## src/rtl/sdes_nonce_gen.sv

```systemverilog
// Nonce source for SDES: seedable 8-bit maximal-length LFSR behind a valid/ready
// handshake, stopping after RESEED_LIMIT transfers until a fresh seed arrives.
module sdes_nonce_gen #(
    parameter int unsigned RESEED_LIMIT = 255
) (
    input  logic       clk,
    input  logic       rst,
    input  logic       seed_load,
    input  logic [7:0] seed,
    output logic [7:0] nonce,
    output logic       nonce_valid,
    input  logic       nonce_ready,
    output logic       reseed_req,
    output logic [7:0] issued_count
);

    typedef enum logic [1:0] {
        ST_IDLE      = 2'd0,
        ST_ACTIVE    = 2'd1,
        ST_EXHAUSTED = 2'd2
    } state_e;

    localparam logic [7:0] LAST_IDX = 8'(RESEED_LIMIT - 1);

    state_e     state_q, state_d;
    logic [7:0] lfsr_q, lfsr_d;
    logic [7:0] count_q, count_d;
    logic       valid_q, valid_d;
    logic       reseed_q, reseed_d;
    logic       transfer_s;

    // Fibonacci step for x^8+x^6+x^5+x^4+1; never maps a nonzero value to zero.
    function automatic logic [7:0] lfsr_step(input logic [7:0] v);
        return {v[6:0], v[7] ^ v[5] ^ v[4] ^ v[3]};
    endfunction

    assign transfer_s = valid_q & nonce_ready;

    // State register and registered outputs.
    always_ff @(posedge clk) begin
        if (rst) begin
            state_q  <= ST_IDLE;
            lfsr_q   <= 8'h00;
            count_q  <= 8'h00;
            valid_q  <= 1'b0;
            reseed_q <= 1'b0;
        end else begin
            state_q  <= state_d;
            lfsr_q   <= lfsr_d;
            count_q  <= count_d;
            valid_q  <= valid_d;
            reseed_q <= reseed_d;
        end
    end

    // Next-state logic; a seed load restarts the epoch from any state.
    always_comb begin
        state_d = state_q;
        case (state_q)
            ST_IDLE: begin
                if (seed_load) begin
                    state_d = ST_ACTIVE;
                end else begin
                    state_d = ST_IDLE;
                end
            end
            ST_ACTIVE: begin
                if (seed_load) begin
                    state_d = ST_ACTIVE;
                end else if (transfer_s && (count_q == LAST_IDX)) begin
                    state_d = ST_EXHAUSTED;
                end else begin
                    state_d = ST_ACTIVE;
                end
            end
            ST_EXHAUSTED: begin
                if (seed_load) begin
                    state_d = ST_ACTIVE;
                end else begin
                    state_d = ST_EXHAUSTED;
                end
            end
            default: begin
                state_d = ST_IDLE;
            end
        endcase
    end

    // Datapath: a seed load overrides the step of a coincident transfer.
    always_comb begin
        lfsr_d  = lfsr_q;
        count_d = count_q;
        if (seed_load) begin
            lfsr_d  = (seed == 8'h00) ? 8'h01 : seed;
            count_d = 8'h00;
        end else if (transfer_s) begin
            lfsr_d  = lfsr_step(lfsr_q);
            count_d = count_q + 8'd1;
        end else begin
            lfsr_d  = lfsr_q;
            count_d = count_q;
        end
    end

    // Output decode from the next state so valid/reseed come straight from flops.
    always_comb begin
        valid_d  = 1'b0;
        reseed_d = 1'b0;
        case (state_d)
            ST_IDLE: begin
                valid_d  = 1'b0;
                reseed_d = 1'b0;
            end
            ST_ACTIVE: begin
                valid_d  = 1'b1;
                reseed_d = 1'b0;
            end
            ST_EXHAUSTED: begin
                valid_d  = 1'b0;
                reseed_d = 1'b1;
            end
            default: begin
                valid_d  = 1'b0;
                reseed_d = 1'b0;
            end
        endcase
    end

    assign nonce        = lfsr_q;
    assign nonce_valid  = valid_q;
    assign reseed_req   = reseed_q;
    assign issued_count = count_q;

endmodule

```

## config.mk

```make
export PLATFORM = sky130hd
export DESIGN_NAME = sdes_nonce_gen
export DESIGN_NICKNAME = d
export VERILOG_FILES = /design/src/rtl/sdes_nonce_gen.sv
export SDC_FILE = /design/constraint.sdc
export NUM_CORES = 1
export LEC_CHECK = 0
export CORE_UTILIZATION = 47
export CTS_BUF_LIST = sky130_fd_sc_hd__clkbuf_8
export DETAILED_ROUTE_END_ITERATION = 7
export PLACE_DENSITY = 0.81
export SLEW_MARGIN = 20
export SYNTH_ARGS = -nofsm -noshare
export SYNTH_HDL_FRONTEND = slang
export SYNTH_SLANG_ARGS = --single-unit
```

## constraint.sdc

```tcl
create_clock -name clk -period 2.11 [get_ports clk]
set_input_delay 0.633 -clock clk [delete_from_list [all_inputs] [get_ports clk]]
set_output_delay 0.633 -clock clk [all_outputs]
set_load 0.1 [all_outputs]
```

# Yosys cells after proc, flatten, opt, wreduce, memory -nomap -nowiden
# Index checks and enable logic that the tools add are counted.
[totals]
out_inout_bits = 18
in_bits = 12
register_bits = 20
[classes]
reduce_logical = 5
eq_ne = 5
bitwise = 4
add_sub_neg = 1
muxes = 10
[ops]
columns = ["operator", "count"]
rows = [
  ["$mux W8", 3],
  ["$add A8 B1 Y8 const B", 1],
  ["$eq A8 B8 Y1 const B", 1],
  ["$logic_not A8 Y1", 1],
  ["$mux W2", 3],
  ["$pmux W2 S3", 1],
  ["$eq A2 B1 Y1 const B", 2],
  ["$eq A2 B2 Y1 const B", 2],
  ["$mux W1", 3],
  ["$xor A1 B1 Y1", 3],
  ["$logic_not A2 Y1", 1],
  ["$reduce_bool A2 Y1", 1],
  ["$reduce_or A2 Y1", 1],
  ["$and A1 B1 Y1", 1],
  ["$logic_and A1 B1 Y1", 1],
]

# Depth between registers and ports, before layout
# Gate-level depths: netlist (run 1).
[logic_depth]
ltp_word = 7
mapped_depth = 6
depth_no_buf = 6

# Least setup slack after synthesis (run 1)
# No wires, ideal clock.
[synth_path]
path_kind = "flip-flop to flip-flop"
startpoint = "register valid_q, in the netlist nonce_valid"
endpoint = "register count_q[7], in the netlist issued_count[7]"
synth_period_minus_slack_ns = 2.012
required_ns = 1.983
path_stages_with_launch = 6
n_path_buf = 1
arrival_ns = 1.885
path_slack_ns = 0.098
path_cell_list = "dfxtp_1 > nand2_1 > buf_2 > nor4_1 > xnor2_1 > nor2_1"
[synth_via]
elab_chain_len = 1
[synth_rtl]
columns = ["element", "line_no", "rtl"]
rows = [
  ["start: declaration", "28", "logic valid_q, valid_d;"],
  ["start signal: assignment", "51", "valid_q <= valid_d;"],
  ["$and A1 B1 Y1", "37", "assign transfer_s = valid_q & nonce_ready;"],
  ["end signal: assignment", "50", "count_q <= count_d;"],
  ["end: declaration", "27", "logic [7:0] count_q, count_d;"],
]
# No other way between the ends.
# A chain may end at the register's enable or synchronous reset.

# Final worst setup path (run 1)
[layout_path]
startpoint = "input nonce_ready"
endpoint = "register state_q[1]"
[layout_via]
elab_chain_len = 5
[layout_rtl]
columns = ["element", "line_no", "rtl"]
rows = [
  ["start: declaration", "12", "input logic nonce_ready,"],
  ["$and A1 B1 Y1", "37", ""],
  ["$logic_and A1 B1 Y1", "70", "end else if (transfer_s && (count_q == LAST_IDX)) begin"],
  ["$mux W2", "70", ""],
  ["$mux W2", "68", "if (seed_load) begin"],
  ["$pmux W2 S3", "59", "case (state_q)"],
  ["end signal: assignment", "48", "state_q <= state_d;"],
  ["end: declaration", "25", "state_e state_q, state_d;"],
]
# No other way between the ends.

==> impl_metrics.py, run 1 <==
metrics = {
    "run_status": {
        "outcome": "finished clean",
    },
    "power_and_ir_drop": {
        "seq_power_share_pct": 40.4,
        "p_int_mw": 0.737,
        "leakage_nw": 0.559,
        "finalPower_mw": 1.02,
        "p_sw_share_pct": 27.4,
        "vdd_ir_drop_max_uv": 595,
        "pwr-share-comb_pct": 22.5,
        "p_switching_mw": 0.278,
        "power.share.clock_pct": 37.1,
        "cellPowerDensity_mw_per_mm2": 673,
    },
    "critical_path": {
        "critPathArrivalTime_ps": 2110,
        "r2r_cells": 4,
        "path_cells": "clkdlybuf4s50_1, nand2_1, nor4_2, nand3_1, o21ai_0",
        "critical_path_class": "primary input to flop",
        "critPathBufInv": 1,
        "setup.worst_path.start_class": "primary input",
        "cp_top_family": "simple AND/OR/NAND/NOR gates",
        "required_ps": 2280,
        "cp-end-kind": "flop",
        "cp.depth": 5,
        "cp_slowest_cell": "clkdlybuf4s50_1",
        "crit_fanout": 11,
        "cp_slowest_stage_delay_ps": 470,
    },
    "clock_network": {
        "clockRootBuffer": "clkbuf_8",
        "cts_buffer_depth": 2,
        "path_clk_slew_ps": 80,
        "post-cts-setup-buffer-count": 0,
        "cts_resized": 0,
        "h-tree-depth": 1,
        "tritoncts": "built",
        "hold_buffers": 0,
        "clock_latency_ps": 260,
        "clkSinkCount": 20,
        "numCtsBuffers": 3,
    },
    "global_route": {
        "grt_use_total_pct": 22.8,
        "grt_pass1_vias": 795,
        "grt_pass1_wl_um": 3410,
        "grt_max_degree": 17,
        "antenna_found_initial": 0,
        "grt-ovfl-total": 0,
    },
    "timing": {
        "timing.fmax_ghz": 0.517,
        "slew_headroom_pct": 70.5,
        "rsz0062_at_grt": "false",
        "fin_crit_sh_pct": 91.7,
        "tightest_slew_ps": 442,
        "skew_ps": 5.75,
        "period_needed_ps": 1940,
        "setup_viol": 0,
        "finalMaxSlewViolations": 0,
        "fin_setup_tns_ps": 0,
        "hold_viol_final": 0,
    },
    "floorplan": {
        "core_sq_mm": 0.00178,
        "row_count": 15,
        "die_height_um": 46.5,
        "chipWidth_um": 46.5,
        "dieArea_sq_mm": 0.00216,
        "ios": 30,
        "initial_core_util_pct": 52.2,
    },
    "yosys": {
        "netlist.area_leader.share_pct": 43.0,
        "async_flop_share_pct": 0,
        "yosys.cell_types.count": 26,
        "yosys.cell_count.top_type": "nand2_1",
        "syn_inst": 109,
        "synth_top_family_by_area": "simple AND/OR/NAND/NOR gates",
        "synthesis.nets": 123,
        "synth_compound_area_share_pct": 9.14,
        "yosysSeqAreaShare_pct": 43.0,
        "synth_adder_area_share_pct": 2.69,
        "syn_area_per_cell_sq_um": 8.54,
        "yosys.area.top_type": "dfxtp_1",
        "synth-seq-cells": 20,
        "synthXorXnorAreaFrac_pct": 9.41,
        "synthesis.area_sq_um": 931,
        "synth.top_cells.by_count": "nand2_1, dfxtp_1, nor2_1",
        "synthTopCellsByArea": "dfxtp_1, nand2_1, xnor2_1, nor2_1, a21o_1",
        "ys_warn_count": 0,
        "synth_top_flop_cell": "dfxtp_1",
        "synth-simple-area-share_pct": 28.1,
        "synth-edff-count": 0,
        "synth_mux_area_share_pct": 4.57,
    },
    "worst_hold_path": {
        "worst_hold_path_type": "flop to flop",
        "holdPathStages": 2,
    },
    "finish": {
        "final_nets": 155,
        "final_core_util_pct": 84.6,
        "area_growth_pct": 62.1,
        "nFillCells": 91,
        "diodes": 0,
        "fin_cells": 165,
        "drive_gt1_share_pct": 21.4,
    },
    "place": {
        "dp.final_hpwl_um": 1650,
        "gp_congestion": 0.786,
        "io_buffers": 29,
        "dpl.cell_count": 161,
    },
    "drt": {
        "drc_errors": 0,
        "wl_per_cell_um": 13.4,
        "viasPerCell": 5.35,
        "drtAntennaViolNets": 0,
        "drtIter0Drc": 30,
        "firstDrtPassIters": 4,
        "vias": 882,
        "wl_um": 2210,
    },
    "run": {
        "cap_violations": 0,
    },
}
through the flow:
stage	instance area, sq um	worst slack, ps	hold slack (ps)
final	1510	175	548
after global placement	1440	3.80	493
after floorplan	931	98.3	480
after detailed placement	1440	-70.2	540
after global routing	1510	100	560
after CTS	1510	185	546
state kept, by name, summed over array words and instances (netlist names):
register	cells
issued_count	8
nonce	8
nonce_valid	1
reseed_req	1
state_q	2
cell type report:
class,count,area [sq um],share of cell area (%)
multi-input combinational,82,502,33.3
timing repair buffer,33,500,33.2
sequential,20,400,26.5
clock buffer,3,41.3,2.74
tap,25,31.3,2.07
clock inverter,1,30.0,1.99
inverter,1,3.75,0.249
worst reg2reg max path, delay by kind of cell, from the launching register on:
kind | cells | cell delay, ps
AND/OR/NAND/NOR | 3 | 920
AO/OA/AOI/OAI | 1 | 110
flip-flops | 1 | 400
path summary, 6_finish.rpt:
check,start,endpoint,slack [ps]
hold / removal,state_q[1]$_SDFF_PP0_,reseed_req$_SDFF_PP0_,550
hold reg to reg,state_q[1]$_SDFF_PP0_,reseed_req$_SDFF_PP0_,550
setup reg to reg,nonce_valid$_SDFF_PP0_,state_q[1]$_SDFF_PP0_,600
setup / recovery,nonce_ready,state_q[1]$_SDFF_PP0_,170
cell usage in the layout (no fill, tap or decap), drive strengths merged:
master,netlist,routed
a211oi,1,1
a21o,5,5
a21oi,5,5
and2,1,1
buf,2,22
bufinv,0,1
clkbuf,4,3
clkdlybuf4s50,0,11
dfxtp,20,20
ha,2,2
inv,1,1
mux2,2,2
mux2i,2,2
nand2,21,21
nand2b,1,1
nand3,2,2
nand3b,1,1
nand4,2,2
nor2,11,11
nor3,6,6
nor3b,1,1
nor4,4,4
o21ai,3,3
or2,1,1
or4,1,1
xnor2,6,6
xor2,4,4
per-layer routing:
layer  vias to the layer above  part of all wire, %  track usage (%)
met1                       408                   44             28.2
met5                         -                    0                0
met2                        40                   49             36.4
li1                        430                    -                -
met3                         4                  6.4             5.10
met4                         0                  1.2             11.8
power groups by stage:
| stage | combinational (mW) | sequential [mW] | clock, mW |
|---|---|---|---|
| final | 0.229 | 0.410 | 0.376 |
| after global routing | 0.237 | 0.412 | 0.401 |
| after CTS | 0.229 | 0.410 | 0.382 |
| after detailed placement | 0.227 | 0.419 | 0 |
| after global placement | 0.223 | 0.418 | 0 |
| after floorplan | 0.0522 | 0.497 | 0 |
logic make-up after synthesis:
| group | count (synthesis) |
|---|---|
| and+or+nand+nor | 52 |
| buffers and inverters | 7 |
| muxes | 4 |
| xor gates and xnor gates | 10 |
| AOI/OAI and AO/OA | 14 |
| adders and majority gates | 2 |
| DFF | 20 |
Note: power is estimated with default switching activity, not from simulation.
==> run 2: changes to the inputs <==
Settings changed: CORE_UTILIZATION 47 to 50, PLACE_DENSITY 0.81 to 0.86.
Clock period 2.11 ns to 2.5 ns, I/O delays scaled along.
==> run 2 against run 1 <==
First-iteration DRC count down 60%. Register-to-register slack better by 550 ps. Worst setup slack gained 360 ps. Clock-buffer cell count did not move. Hold slack worse by 10 ps. Sequential cell count stayed put. Highest routed layer unchanged. Die area fell by 5.7%. Clock skew rose by 2.2 ps. Global-route usage decreased by 1.1 points.
==> impl_metrics.py, run 2 (synthesis results as in run 1) <==
metrics = {
    "drt": {
        "firstDrtPassIters": 4,
        "drc_errors": 0,
        "wl_met2_um": 988,
        "wl_met3_um": 87,
        "vias": 846,
        "drtAntennaViolNets": 0,
        "wl_um": 1960,
        "drtIter0Drc": 12,
        "drt-met1-wl_um": 858,
        "top_layer_used": "met4",
        "wl_per_cell_um": 11.9,
        "viasPerCell": 5.16,
    },
    "clock_network": {
        "numCtsBuffers": 3,
        "clockRootBuffer": "clkbuf_8",
        "tritoncts": "built",
        "post-cts-setup-buffer-count": 0,
        "hold_buffers": 0,
        "path_clk_slew_ps": 80,
        "h-tree-depth": 1,
        "cts_buffer_depth": 2,
        "clock_latency_ps": 260,
        "cts_resized": 0,
        "clkSinkCount": 20,
    },
    "timing": {
        "rsz0062_at_grt": "false",
        "period_needed_ps": 1970,
        "tightest_slew_ps": 448,
        "fin_setup_tns_ps": 0,
        "finalMaxSlewViolations": 0,
        "worst_slack_ps": 531,
        "setup_viol": 0,
        "fin_crit_sh_pct": 78.8,
        "timing.fmax_ghz": 0.508,
        "slew_headroom_pct": 70.1,
        "skew_ps": 7.91,
        "hold_viol_final": 0,
    },
    "critical_path": {
        "r2r-end": "reseed_req$_SDFF_PP0_",
        "critical_path_class": "primary input to flop",
        "path_cells": "clkdlybuf4s50_1, or4_4, nor4_2, nor3b_1, nor4_2",
        "cp_slowest_stage_delay_ps": 530,
        "cp_top_family": "simple AND/OR/NAND/NOR gates",
        "critPathArrivalTime_ps": 2150,
        "critPathBufInv": 1,
        "critPathLaunch": "seed[4]",
        "cp_common_cell": "nor4_2",
        "crit_fanout": 2,
        "required_ps": 2680,
        "cp_slowest_cell": "or4_4",
        "cp-end-kind": "flop",
        "reg2reg_from": "nonce_valid$_SDFF_PP0_",
        "setup.worst_path.start_class": "primary input",
        "r2r_cells": 4,
        "reg2reg_slack_ps": 1150,
    },
    "floorplan": {
        "row_count": 15,
        "chipWidth_um": 45.2,
        "dieArea_sq_mm": 0.00204,
        "die_height_um": 45.2,
        "core_sq_mm": 0.00173,
        "initial_core_util_pct": 53.9,
        "ios": 30,
    },
    "global_route": {
        "antenna_found_initial": 0,
        "grt_max_degree": 17,
        "grt_pass1_wl_um": 3250,
        "grt_use_total_pct": 21.7,
        "grt-ovfl-total": 0,
        "grt_pass1_vias": 837,
    },
    "power_and_ir_drop": {
        "leakage_nw": 0.499,
        "cellPowerDensity_mw_per_mm2": 646,
        "vdd_ir_drop_max_uv": 461,
    },
    "worst_hold_path": {
        "worst_hold_path_type": "flop to flop",
        "holdPathStages": 2,
        "holdCritStartpoint": "state_q[1]$_SDFF_PP0_",
        "min_to": "state_q[1]$_SDFF_PP0_",
    },
    "finish": {
        "multiInputGateArea_sq_um": 502,
        "nFillCells": 144,
        "seqCellArea_sq_um": 400,
        "diodes": 0,
        "final_nets": 154,
        "area_growth_pct": 37.1,
        "mostFrequentLayoutCells": "nand2_1, buf_4, dfxtp_1, nor2_1, clkdlybuf4s50_1",
        "fin_cells": 164,
        "drive_gt1_share_pct": 20.9,
        "final_core_util_pct": 73.9,
    },
    "run_status": {
        "outcome": "finished clean",
    },
    "place": {
        "gp_congestion": 0.803,
        "pre_cts_slack_ps": 252,
        "io_buffers": 29,
        "dp.final_hpwl_um": 1480,
        "dpl.cell_count": 160,
    },
    "run": {
        "cap_violations": 0,
    },
}
## run 2: metrics by stage
stage                     power, mW  hold slack (ps)  area, sq um
after floorplan               0.464              480          931
after global placement        0.508              497         1200
after detailed placement      0.510              530         1200
after CTS                     0.826              536         1280
after global routing          0.850              578         1280
final                         0.824              538         1280
## run 2: report_power, final
| part | internal [mW] | leakage, nW | switching (mW) |
|---|---|---|---|
| clock network | 0.214 | 0.0357 | 0.108 |
| registers | 0.330 | 0.163 | 0.0114 |
| logic | 0.0510 | 0.299 | 0.111 |
| total | 0.595 | 0.499 | 0.230 |
## run 2: area by class of cell
class | count | share of cell area (%)
Multi-Input combinational cell | 82 | 39.3
Sequential cell | 20 | 31.4
Clock inverter | 1 | 2.35
Tap cell | 25 | 2.45
Clock buffer | 3 | 3.24
Timing Repair Buffer | 32 | 21.0
Inverter | 1 | 0.294
## run 2: metal layers
layer / GRT usage (%) / up-vias
li1: - / 424
met5: 0 / -
met1: 23.0 / 393
met2: 40.0 / 25
met4: 13.3 / 0
met3: 2.80 / 4
## run 2: how the worst max path moves through the flow
stage / endpoint / slack (ps) / cells after the start
2_1_floorplan: issued_count[7]$_SDFFE_PP0N_ / 490 / 5
3_3_place_gp: nonce[0]$_SDFFE_PP0P_ / 270 / 5
3_5_place_dp: nonce[0]$_SDFFE_PP0P_ / 250 / 5
4_1_cts: nonce[0]$_SDFFE_PP0P_ / 520 / 5
5_1_grt: reseed_req$_SDFF_PP0_ / 430 / 5
6_report: nonce[0]$_SDFFE_PP0P_ / 530 / 5
## run 2: worst register-to-register path, delay by kind of cell (launching register included)
family,cells,cell delay [ps]
flip-flops,1,360
AO/OA/AOI/OAI,1,90
AND/OR/NAND/NOR,3,820
